===== config.mk =====
export PLATFORM = sky130hd
export DESIGN_NAME = controller_io
export DESIGN_NICKNAME = d
export VERILOG_FILES = /design/src/rtl/controller_io.sv
export SDC_FILE = /design/constraint.sdc
export NUM_CORES = 1
export LEC_CHECK = 0
export BUFFER_PORTS_ARGS = -buffer_cell sky130_fd_sc_hd__buf_2
export CAP_MARGIN = 20
export CORE_AREA = 2 2 104 106
export CTS_BUF_LIST = sky130_fd_sc_hd__clkbuf_4 sky130_fd_sc_hd__clkbuf_8
export DETAILED_ROUTE_END_ITERATION = 12
export DIE_AREA = 0 0 106 108
export PLACE_DENSITY = 0.88
export SYNTH_ARGS = -nofsm -noshare
export SYNTH_HDL_FRONTEND = slang
export SYNTH_SLANG_ARGS = --single-unit

===== constraint.sdc =====
create_clock -name clk -period 4.3 [get_ports clk]
set_input_delay 0.215 -clock clk [delete_from_list [all_inputs] [get_ports clk]]
set_output_delay 0.215 -clock clk [all_outputs]
set_load 0.01 [all_outputs]

===== src/rtl/controller_io.sv =====
// controller_io: host side of the PSX controller serial link.
// Runs one poll per start pulse: ATT low, command bytes out on COMMAND,
// reply shifted in from DATA, ACK checked between bytes. Reply bytes
// land in shadow registers and the button/stick outputs load together
// only when a whole, well-formed reply has been received.
module controller_io #(
    parameter int CLK_DIV     = 100,
    parameter int ATT_SETUP   = 100,
    parameter int ACK_TIMEOUT = 1000,
    parameter int BYTE_GAP    = 50
) (
    input  logic       clk,
    input  logic       rst,
    input  logic       start,
    input  logic       DATA,
    input  logic       ACK,
    output logic       COMMAND,
    output logic       ATT,
    output logic       c_clk,
    output logic       SLCT,
    output logic       STRT,
    output logic       UP,
    output logic       DOWN,
    output logic       RGHT,
    output logic       LEFT,
    output logic       L1,
    output logic       L2,
    output logic       R1,
    output logic       R2,
    output logic       TRI,
    output logic       SQU,
    output logic       XXX,
    output logic       CIR,
    output logic       LJOY,
    output logic       RJOY,
    output logic [7:0] LJOY_X,
    output logic [7:0] LJOY_Y,
    output logic [7:0] RJOY_X,
    output logic [7:0] RJOY_Y
);

    localparam int CW = 16;
    localparam logic [CW-1:0] HALF_M1  = CW'(CLK_DIV - 1);
    localparam logic [CW-1:0] BIT_M1   = CW'(2 * CLK_DIV - 1);
    localparam logic [CW-1:0] SETUP_M1 = CW'(ATT_SETUP - 1);
    localparam logic [CW-1:0] TO_M1    = CW'(ACK_TIMEOUT - 1);
    localparam logic [CW-1:0] GAP_M1   = CW'(BYTE_GAP - 1);
    localparam logic [7:0]    ID_ANALOG  = 8'h73;
    localparam logic [7:0]    ID_DIGITAL = 8'h41;
    localparam logic [7:0]    HDR_OK     = 8'h5A;

    typedef enum logic [2:0] {IDLE, SETUP, SHIFT, ACKWAIT, GAP, DONE} state_t;

    state_t          state, state_n;
    logic [CW-1:0]   cnt, cnt_n;
    logic [2:0]      bit_idx, bit_n;
    logic [3:0]      byte_idx, byte_n;
    logic [7:0]      rx, rx_n, rx_full;
    logic            byte_done;
    logic            analog;
    logic [3:0]      last_idx;
    logic [7:0]      cmd_byte;
    logic [1:0]      data_ff, ack_ff;
    logic            data_s, ack_s;
    logic [7:0]      sh_b3, sh_b4, sh_rx, sh_ry, sh_lx, sh_ly;

    assign data_s   = data_ff[1];
    assign ack_s    = ack_ff[1];
    assign rx_full  = {data_s, rx[7:1]};
    assign last_idx = analog ? 4'd8 : 4'd4;

    // Two-flop synchronizers for the pad-driven inputs; idle level is high.
    always_ff @(posedge clk or posedge rst) begin
        if (rst) begin
            data_ff <= 2'b11;
            ack_ff  <= 2'b11;
        end else begin
            data_ff <= {data_ff[0], DATA};
            ack_ff  <= {ack_ff[0], ACK};
        end
    end

    // Command byte for the byte about to be (or being) shifted out.
    always_comb begin
        cmd_byte = 8'h00;
        case (byte_n)
            4'd0:    cmd_byte = 8'h01;
            4'd1:    cmd_byte = 8'h42;
            default: cmd_byte = 8'h00;
        endcase
    end

    // FSM state and bit/byte counters.
    always_ff @(posedge clk or posedge rst) begin
        if (rst) begin
            state    <= IDLE;
            cnt      <= '0;
            bit_idx  <= '0;
            byte_idx <= '0;
            rx       <= '0;
        end else begin
            state    <= state_n;
            cnt      <= cnt_n;
            bit_idx  <= bit_n;
            byte_idx <= byte_n;
            rx       <= rx_n;
        end
    end

    // Next-state logic: transaction sequencing, reply checks and aborts.
    always_comb begin
        state_n   = state;
        cnt_n     = cnt + CW'(1);
        bit_n     = bit_idx;
        byte_n    = byte_idx;
        rx_n      = rx;
        byte_done = 1'b0;
        case (state)
            IDLE: begin
                cnt_n = '0;
                if (start) begin
                    state_n = SETUP;
                    byte_n  = '0;
                end
            end
            SETUP: begin
                if (cnt == SETUP_M1) begin
                    state_n = SHIFT;
                    cnt_n   = '0;
                    bit_n   = '0;
                end
            end
            SHIFT: begin
                // Bit boundary: DATA is taken on the last high cycle.
                if (cnt == BIT_M1) begin
                    cnt_n = '0;
                    rx_n  = rx_full;
                    if (bit_idx == 3'd7) begin
                        byte_done = 1'b1;
                        if (byte_idx == 4'd1 && rx_full != ID_ANALOG && rx_full != ID_DIGITAL)
                            state_n = IDLE;
                        else if (byte_idx == 4'd2 && rx_full != HDR_OK)
                            state_n = IDLE;
                        else if (byte_idx == last_idx)
                            state_n = DONE;
                        else
                            state_n = ACKWAIT;
                    end else begin
                        bit_n = bit_idx + 3'd1;
                    end
                end
            end
            ACKWAIT: begin
                if (!ack_s) begin
                    state_n = GAP;
                    cnt_n   = '0;
                end else if (cnt == TO_M1) begin
                    state_n = IDLE;
                end
            end
            GAP: begin
                if (cnt == GAP_M1) begin
                    state_n = SHIFT;
                    cnt_n   = '0;
                    bit_n   = '0;
                    byte_n  = byte_idx + 4'd1;
                end
            end
            DONE:    state_n = IDLE;
            default: state_n = IDLE;
        endcase
    end

    // Registered link outputs, decoded from the next state so they are glitch-free.
    // COMMAND holds its last bit between bytes so it only moves on c_clk falls.
    always_ff @(posedge clk or posedge rst) begin
        if (rst) begin
            ATT     <= 1'b1;
            c_clk   <= 1'b1;
            COMMAND <= 1'b1;
        end else begin
            ATT   <= (state_n == IDLE);
            c_clk <= !(state_n == SHIFT && cnt_n <= HALF_M1);
            if (state_n == SHIFT)
                COMMAND <= cmd_byte[bit_n];
            else if (state_n inside {ACKWAIT, GAP, DONE})
                COMMAND <= COMMAND;
            else
                COMMAND <= 1'b1;
        end
    end

    // Shadow capture of each reply byte as it completes.
    always_ff @(posedge clk or posedge rst) begin
        if (rst) begin
            analog <= 1'b0;
            sh_b3  <= 8'hFF;
            sh_b4  <= 8'hFF;
            sh_rx  <= 8'h80;
            sh_ry  <= 8'h80;
            sh_lx  <= 8'h80;
            sh_ly  <= 8'h80;
        end else if (byte_done) begin
            case (byte_idx)
                4'd1:    analog <= (rx_full == ID_ANALOG);
                4'd3:    sh_b3  <= rx_full;
                4'd4:    sh_b4  <= rx_full;
                4'd5:    sh_rx  <= rx_full;
                4'd6:    sh_ry  <= rx_full;
                4'd7:    sh_lx  <= rx_full;
                4'd8:    sh_ly  <= rx_full;
                default: ;
            endcase
        end
    end

    // Atomic output update at the end of a good poll; wire bits are active-low.
    always_ff @(posedge clk or posedge rst) begin
        if (rst) begin
            {LEFT, DOWN, RGHT, UP, STRT, RJOY, LJOY, SLCT} <= 8'h00;
            {SQU, XXX, CIR, TRI, R1, L1, R2, L2}           <= 8'h00;
            RJOY_X <= 8'h80;
            RJOY_Y <= 8'h80;
            LJOY_X <= 8'h80;
            LJOY_Y <= 8'h80;
        end else if (state == DONE) begin
            {LEFT, DOWN, RGHT, UP, STRT, RJOY, LJOY, SLCT} <= ~sh_b3;
            {SQU, XXX, CIR, TRI, R1, L1, R2, L2}           <= ~sh_b4;
            RJOY_X <= analog ? sh_rx : 8'h80;
            RJOY_Y <= analog ? sh_ry : 8'h80;
            LJOY_X <= analog ? sh_lx : 8'h80;
            LJOY_Y <= analog ? sh_ly : 8'h80;
        end
    end

endmodule


### Word level (Yosys, flattened, before mapping)

Cells that the tools add are included.

* register bits after elaboration: 138
* input bits: 5
* output and inout port bits: 51
* word-level logic and storage cells: 127

* $add $sub $neg: 3
* $lt $le $gt $ge: 2
* eq/ne operators: 29
* multiplexer cells: 37
* bitwise operators: 2
* reduce and logical (&&, ||, !) cells: 17

Operators by type and width (number)
* case mux 16 bit (5 select lines): 1
* 2-to-1 mux 16 bit: 4
* 2-to-1 mux 3 bit: 14
* 2-to-1 mux 8 bit: 4
* != test 8 x 7 -> 1 bit (second input constant): 3
* adder 16 x 1 -> 16 bit (second input constant): 1
* equality test 16 x 10 -> 1 bit (second input constant): 1
* equality test 16 x 6 -> 1 bit (second input constant): 1
* equality test 16 x 7 -> 1 bit (second input constant): 1
* equality test 16 x 8 -> 1 bit (second input constant): 1
* equality test 4 x 3 -> 1 bit (second input constant): 4
* <= comparator 16 x 7 -> 1 bit (second input constant): 1
* inverter 8 bit: 2
* AND reduction 2 bit: 8
* equality test 3 bit (second input constant): 5
* case mux 3 bit (5 select lines): 1
* case mux 7 bit (2 select lines): 1
* equality test 3 x 2 -> 1 bit (second input constant): 4
* 2-to-1 mux 4 bit: 3
* case mux 3 bit (3 select lines): 1
* equality test 4 x 1 -> 1 bit (second input constant): 2
* equality test 4 x 2 -> 1 bit (second input constant): 2
* equality test 8 x 7 -> 1 bit (second input constant): 1
* case mux 4 bit (2 select lines): 1
* 14 further kinds: 23

### Logic depth before layout (Yosys ltp)

Gate-level depths: netlist of run 1.

* word-level depth: 12
* gate-level depth with buffers: 9
* mapped depth without buffers: 9

### Worst setup path after synthesis of run 1

OpenSTA, ideal clock, no wires.

* path type: flip-flop to flip-flop
* start point: reg cnt[12]
* end point: reg COMMAND
* arrival: 2.447 ns
* data required time: 4.225 ns
* setup slack: 1.778 ns
* stages on the path, launching flop included: 9
* path through: dfrtp_1 > buf_6 > or4_4 > nor4_2 > a2bb2oi_1 > mux2_2 > xor2_1 > or4b_1 > a2bb2oi_1

* elaborated cells on any way between the ends: 28
* those cells by class: eq/ne: 10; mux: 16; reduce/logical: 2

RTL lines
* from (decl): line 55 `logic [CW-1:0] cnt, cnt_n;`
* from (signal assigned): line 103 `cnt <= cnt_n;`
* equality test 16 x 6 -> 1 bit, or another cell as far along: line 162 `if (cnt == GAP_M1) begin`
* 2-to-1 mux 3 bit, on equally long branches: line 162, 127, 135
* case mux 3 bit (3 select lines) (*): line 118 `case (state)`
* via bit_n[0]: line 56 `logic [2:0] bit_idx, bit_n;`
* binary-select mux 1 bit (select 3 bit) (*): line 185 `COMMAND <= cmd_byte[bit_n];`
* 2-to-1 mux 1 bit (not written as such) (*): line 185
* 2-to-1 mux 1 bit (*): line 184 `if (state_n == SHIFT)`
* to (signal assigned): line 185
* to (decl): line 17 `output logic COMMAND,`

The timed path passes the listed nets; every way through them passes the cells marked *. The select of a mux whose other input is x is not followed.
A chain may end at the register's enable or synchronous reset.

### Worst setup path in the final report of run 1

* start point: reg rx[5]
* end point: reg COMMAND

* longest elaborated chain between the ends: 10
* elaborated cells on any way between the ends: 18
* those cells by class: eq/ne: 8; mux: 6; reduce/logical: 4

RTL lines
* from (decl): line 58 `logic [7:0] rx, rx_n, rx_full;`
* from (signal assigned): line 106 `rx <= rx_n;`
* != test 8 x 7 -> 1 bit, on equally long branches: line 142, 140
* logical AND 1 bit, on equally long branches: line 142, 140
* 2-to-1 mux 3 bit / logical AND 1 bit (equally long branches): line 142, 140
* 2-to-1 mux 3 bit (*): line 140 `if (byte_idx == 4'd1 && rx_full != ID_ANALOG && rx_full != ID_DIGITAL)`
* 2-to-1 mux 3 bit (*): line 138 `if (bit_idx == 3'd7) begin`
* 2-to-1 mux 3 bit (*): line 135 `if (cnt == BIT_M1) begin`
* case mux 3 bit (5 select lines) (*): line 118
* via state_n[1]: line 54 `state_t state, state_n;`
* equality test 3 x 2 -> 1 bit / equality test 3 bit (equally long branches): line 186 `else if (state_n inside {ACKWAIT, GAP, DONE})`
* nonzero test 3 bit: line 186
* != test 2 bit (no source line)

The timed path passes the listed nets; every way through them passes the cells marked *.

==> reports/metrics.csv, run 1 <==
metric;value;unit
Post-CTS Resized;0;
diode count;0;
synth unique cells;56;
cell area after synthesis;6070;sq um
GRT overflow;0;
antenna-violating nets left;0;
pins over their slew limit;0;
post-synth top area share;43.70;%
register area;3467;sq um
worst hold slack;0.2890;ns
asr flop ratio synth;100.0;%
Yosys reg bits;137;
CTS max path bufs;2;
hold path start;start;
Setup crit start;rx[5]$_DFFE_PP0P_;
Via density;5.777;
Seq/Total Area, Yosys;57.12;%
row cnt;37;
synth cell count leaders;nand2_1, dfrtp_1, o21ai_0;
Starting DRT DRC Count;322;
Relative slew margins;26.59;%
max cap viols;0;
Area Overhead vs Synth;12.02;%
Total GRT Usage;23.89;%
Chip Width;106;microns
Worst-path clk slew;0.09;ns
DRT Pass-1 Iters;5;
final period utilization;75.26;%
critical path endpoint category;flip-flop;
initial antenna violation count;0;
DIE AREA;11450;sq um
Post-layout nets;620;
synth top area cells;dfrtp_1, dfstp_2, mux2_2, nand2_1, o21ai_0;
Total Wirelength;12.78;mm
core area;10230;sq um
critical path class;flip-flop to flip-flop;
gpl congestion;0.9283;
crit path launch type;flip-flop;
Post-synth EDFFs;0;
cell taking the most area after synthesis;dfrtp_1;
pin count of the biggest net entering global routing;97;
CTS tree;built;
die height;108;microns
H-tree Lvls;4;
Sinks on Clock Net;137;
PD cells;342.0;nW/um^2
first-pass GRT wire length;21.41;mm
layout cells sized above 1;29.95;%
Worst EP required;4.65;ns
Leakage;0.003222;uW
slew at the pin closest to its max-slew limit;1.101;ns
setup_tns;0;ns
fmax;309.0;MHz
setup violators final;0;
Initial Util;59.32;%
Mapped Nets;573;
reg2reg start;rx[5]$_DFFE_PP0P_;
Final Hold Violating Endpoints;0;
post-DP HPWL;8.249;mm
Root Buffer Master;clkbuf_8;
# port buffers;55;
Avg Synthesized Cell Area;10.82;sq um
most common cell in the synthesized netlist;nand2_1;
count of non-filler cells in the finished layout;757;
Hold Crit Class;primary input to flip-flop;
Avg WL per Cell;16.89;microns
area occupied by multi-input gates;2401;sq um
RSZ-0062 raised after global routing;no;
CP arrival;3.59;ns
drc violations;0;
outcome;completed;
Setup Skew;0.02261;ns
Ports;56;
maximum vdd drop;191.1;uV
routed vias;4373;
crit path max fanout;11;
vias in the first global route;4420;
postcts setup bufs;0;
clock latency on the worst-skew pair;0.44;ns
Synth Instances;561;
Fill cells;752;
Ys Warns;0;
TritonCTS Buffers;17;
fin crit period;3.236;ns
placed cells;722;
dominant synthesized flop cell;dfrtp_1;
## layout by cell type (no fill, tap or decap), types with 3 or more instances in the layout
master,n
a21oi_1,6
and4_1,3
buf_2,55
buf_4,3
clkbuf_8,17
dfrtp_1,106
dfstp_2,31
dlygate4sd3_1,3
ha_1,7
inv_1,11
inv_6,5
inv_8,4
mux2_2,51
mux2i_1,3
nand2_1,109
nand2b_1,3
nand3_1,16
nand3b_1,3
nand4_1,5
nand4b_1,4
nor2_1,31
nor2b_1,6
nor3_1,6
o21ai_0,63
o31ai_1,3
or3_1,3
xnor2_1,7
xor2_1,11
## metrics by stage
step	instance area, sq um	setup WS, ns	power, uW	util [%]
floorplan	6070	0.4685	1336	-
global placement	6384	1.466	1347	62.39
detailed placement	6384	1.414	1349	62.39
CTS	6799	1.172	2342	66.45
global route	6799	0.7781	2406	66.45
finish	6799	1.064	2325	66.45
## sequential cells by signal, indices dropped and copies added (netlist names), 2 cells and up
signal	flops
ack_ff	2
bit_idx	3
state	3
sh_ry	8
RJOY_X	8
LJOY_Y	8
cnt	16
data_ff	2
sh_ly	8
RJOY_Y	8
byte_idx	4
sh_b3	8
LJOY_X	8
sh_rx	8
sh_b4	8
rx	7
sh_lx	8
## power breakdown
group	internal [uW]	switching, uW
Clock	433	568
Combinational	4.68	25.6
Sequential	1290	1.97
Total	1730	595
## critical path: stages, from the launching register on
cell	delay (ns)
dfrtp_1	0.56
or3_1	0.44
a2111oi_0	0.54
o21ai_0	0.26
o311ai_0	0.83
nand3_1	0.21
a41oi_1	0.23
a2bb2oi_1	0.09
## worst paths after layout
path | to | slack (ns) | cells past startpoint
setup / recovery | COMMAND$_DFFE_PP1P_ | 1.06 | 7
hold / removal | byte_idx[3]$_DFF_PP0_ | 0.29 | 4
min in group asynchronous | LJOY_Y[3]$_DFFE_PP0N_ | 0.49 | 3
max in group asynchronous | COMMAND$_DFFE_PP1P_ | 2.79 | 4
hold reg to reg | data_ff[1]$_DFF_PP1_ | 0.35 | 0
setup reg to reg | COMMAND$_DFFE_PP1P_ | 1.06 | 7
## per-layer routing
layer  GRT usage (%)  part of all wire (%)  vias to the layer above
met5               0                     0                        -
met4           10.62                   2.9                        0
met3           5.847                   6.2                       37
met2           39.91                    49                      185
met1           29.83                    42                     2122
li1                -                     -                     2029
## cell families (layout without fill, tap and decap cells)
logic type | after synthesis | after routing | share of synthesized area, %
AND/OR/NAND/NOR | 207 | 207 | 16.55
flip-flops | 137 | 137 | 57.12
buffers and inverters | 45 | 105 | 3.319
AO/OA/AOI/OAI | 93 | 93 | 9.009
XOR/XNOR | 18 | 18 | 2.597
adder cells (fa/ha/maj) | 7 | 7 | 1.443
multiplexers | 54 | 54 | 9.957
## area by class of cell
class,instances,area share [%]
Tap cell,136,2.503
Clock buffer,17,3.441
Timing Repair Buffer,61,4.821
Inverter,12,0.6993
Multi-Input combinational cell,379,35.31
Clock inverter,15,2.227
Sequential cell,137,50.99
## repair_timing
action / in CTS / in global routing
endpoints found under the setup margin: 0 / 0
endpoints found under the hold margin: 51 / 0
hold buffers: 3 / 0
Note: power is estimated with default switching activity, not from simulation.
==> inputs of run 2 (changes only) <==
--- a/config.mk
+++ b/config.mk
@@ -7,11 +7,11 @@
 export LEC_CHECK = 0
 export BUFFER_PORTS_ARGS = -buffer_cell sky130_fd_sc_hd__buf_2
 export CAP_MARGIN = 20
-export CORE_AREA = 2 2 104 106
+export CORE_AREA = 2 2 109 111
 export CTS_BUF_LIST = sky130_fd_sc_hd__clkbuf_4 sky130_fd_sc_hd__clkbuf_8
 export DETAILED_ROUTE_END_ITERATION = 12
-export DIE_AREA = 0 0 106 108
-export PLACE_DENSITY = 0.88
+export DIE_AREA = 0 0 111 113
+export PLACE_DENSITY = 0.85
 export SYNTH_ARGS = -nofsm -noshare
 export SYNTH_HDL_FRONTEND = slang
 export SYNTH_SLANG_ARGS = --single-unit
==> constraint.sdc (replaced) <==
create_clock -name clk -period 2.9 [get_ports clk]
set_input_delay 0.145 -clock clk [delete_from_list [all_inputs] [get_ports clk]]
set_output_delay 0.145 -clock clk [all_outputs]
set_load 0.01 [all_outputs]
==> run 2 against run 1 <==
  * Maximum frequency rose by 19%
  * Combinational power rose by 69%
  * Power rose by 64%
  * Sequential power rose by 49%
  * Non-clock buffer count rose by 13
  * Clock power rose by 85%
  * Design area rose by 3.3%
  * Die area rose by 9.6%
  * Global-route usage fell by 2.7 points
  * Sequential share of layout area fell by 1.6 points
  * Clock skew fell by 0.0083 ns
  * Highest routed layer unchanged
==> reports/metrics.csv, run 2 (synthesis results as in run 1) <==
metric;value;unit;change
fin crit period;2.711;ns;-0.5253 ns
Top reg by flops;cnt;;
maximum vdd drop;322.4;uV;+69%
# port buffers;55;;unchanged
Setup WS post-layout;0.1892;ns;-0.8747 ns
total design power;3815;uW;+64%
Starting DRT DRC Count;385;;+20%
max FFs per register;16;;unchanged
Hold Crit Class;primary input to flip-flop;;
Final Hold Violating Endpoints;0;;unchanged
Total GRT Usage;21.16;%;-2.7 points
Avg WL per Cell;15.99;microns;-5.3%
setup violators final;0;;unchanged
clock network power share;48.4;%;+5.4 points
vias in the first global route;4242;;-4.0%
Core Util, Final;62.33;%;-4.1 points
core area;11270;sq um;+10%
Relative slew margins;38.52;%;+12 points
gpl congestion;0.9029;;-2.7%
Area Overhead vs Synth;15.75;%;
CTS max path bufs;2;;unchanged
setup_tns;0;ns;unchanged
Root Buffer Master;clkbuf_8;;
Via density;5.520;;-4.4%
PD cells;543.1;nW/um^2;+59%
most common cell after layout, fill and taps aside;nand2_1;;
row cnt;39;;+5.4%
TritonCTS Buffers;17;;unchanged
H-tree Lvls;4;;unchanged
diode count;0;;unchanged
CTS tree;built;;
Chip Width;111;microns;+4.7%
Initial Util;53.85;%;-5.5 points
sequential power share;50.3;%;-5.4 points
max cap viols;0;;unchanged
cell-internal power;3072;uW;+78%
critical path class;flip-flop to flip-flop;;
first-pass GRT wire length;20.90;mm;-2.4%
Worst-path clk slew;0.07;ns;-0.02 ns
outcome;completed;;
drc violations;0;;unchanged
Worst EP required;3.28;ns;-1.37 ns
RSZ-0062 raised after global routing;no;;
fmax;368.9;MHz;+19%
antenna-violating nets left;0;;unchanged
layout cells sized above 1;31.39;%;+1.4 points
die height;113;microns;+4.6%
DRT Pass-1 Iters;5;;unchanged
worst hold slack;0.1911;ns;-0.09786 ns
CP arrival;3.09;ns;-0.50 ns
Post-CTS Resized;0;;unchanged
DIE AREA;12540;sq um;+9.6%
switch share;19.49;%;-6.1 points
pre-CTS setup slack;0.2075;ns;-1.207 ns
crit path launch type;flip-flop;;
GRT overflow;0;;unchanged
pin count of the biggest net entering global routing;97;;unchanged
post-DP HPWL;8.559;mm;+3.8%
crit path max fanout;7;;-4
commonest non-fill, non-tap cells in the layout;nand2_1, dfrtp_1, o21ai_0;;
pins over their slew limit;0;;unchanged
Post-layout nets;633;;+2.1%
Setup Skew;0.01427;ns;-0.008341 ns
Sinks on Clock Net;137;;unchanged
Leakage;0.003342;uW;+3.7%
routed vias;4289;;-1.9%
Ports;56;;unchanged
clock latency on the worst-skew pair;0.46;ns;+0.02 ns
final period utilization;93.47;%;+18 points
critical path endpoint category;flip-flop;;
initial antenna violation count;0;;unchanged
Logic pwr share;1.3;%;about the same
Sw Pwr;743.7;uW;+25%
slew at the pin closest to its max-slew limit;0.9203;ns;-0.1808 ns
Total Wirelength;12.42;mm;-2.8%
run 2: cell count changes in the layout (fill, tap and decap cells not counted):
cell / previous run / this run
buf_4: 3 / 14
bufinv_16: 0 / 5
clkbuf_4: 0 / 5
inv_6: 5 / 0
inv_8: 4 / 0
clkbuf_8: 17 / 20
buf_12: 0 / 2
clkinv_8: 2 / 0
clkinv_2: 1 / 0
clkinv_4: 2 / 1
clkinvlp_4: 1 / 2
inv_4: 1 / 0
run 2: worst paths after layout:
| check | startpoint | endpoint | slack, ns | cells past startpoint |
|---|---|---|---|---|
| max in group asynchronous | rst | sh_lx[7]$_DFFE_PP1P_ | 1.67 | 4 |
| hold reg to reg | ack_ff[0]$_DFF_PP1_ | ack_ff[1]$_DFF_PP1_ | 0.35 | 0 |
| min in group asynchronous | rst | TRI$_DFFE_PP0N_ | 0.43 | 3 |
| setup / recovery | rx[6]$_DFFE_PP0P_ | COMMAND$_DFFE_PP1P_ | 0.19 | 7 |
| hold / removal | start | byte_idx[3]$_DFF_PP0_ | 0.19 | 4 |
| setup reg to reg | rx[6]$_DFFE_PP0P_ | COMMAND$_DFFE_PP1P_ | 0.19 | 7 |
run 2: routing by layer:
metal	part of all wire, %	GRT usage (%)
met2	50	35.01
met5	0	0
met4	2.4	10.75
met3	5.3	5.999
met1	42	25.60
run 2: per-stage QoR:
step                cell area [sq um]  std cells
floorplan                        6073        561
global placement                 6509        741
detailed placement               6509        741
CTS                              7018        776
global route                     7025        777
finish                           7025        777
run 2: cell type report:
| type | count | area (sq um) |
|---|---|---|
| Multi-Input combinational cell | 379 | 2401 |
| Fill cell | 869 | 4247 |
| Sequential cell | 137 | 3467 |
| Inverter | 12 | 48.80 |
| Clock inverter | 7 | 166.4 |
| Clock buffer | 25 | 312.8 |
| Tap cell | 143 | 178.9 |
| Timing Repair Buffer | 74 | 450.4 |
run 2: timing repair:
| action | CTS | global route |
|---|---|---|
| buffers inserted | 0 | 1 |
| hold buffers | 3 | 0 |
| setup endpoints to repair | 0 | 1 |
| hold endpoints to repair | 32 | 0 |
run 2: power groups by stage:
| stage | clock network, uW | logic, uW | registers, uW |
|---|---|---|---|
| global route | 1950 | 60.7 | 1920 |
| global placement | 0 | 48.9 | 1950 |
| floorplan | 0 | 28.2 | 1950 |
| CTS | 1870 | 53.8 | 1920 |
| finish | 1850 | 51.3 | 1920 |
| detailed placement | 0 | 50.8 | 1950 |
run 2: worst max-delay path: stages, from the launching register on:
cell	delay [ns]
dfrtp_1	0.50
or3_1	0.35
a2111oi_0	0.45
o21ai_0	0.26
o311ai_0	0.56
nand3_1	0.22
a41oi_1	0.21
a2bb2oi_1	0.10
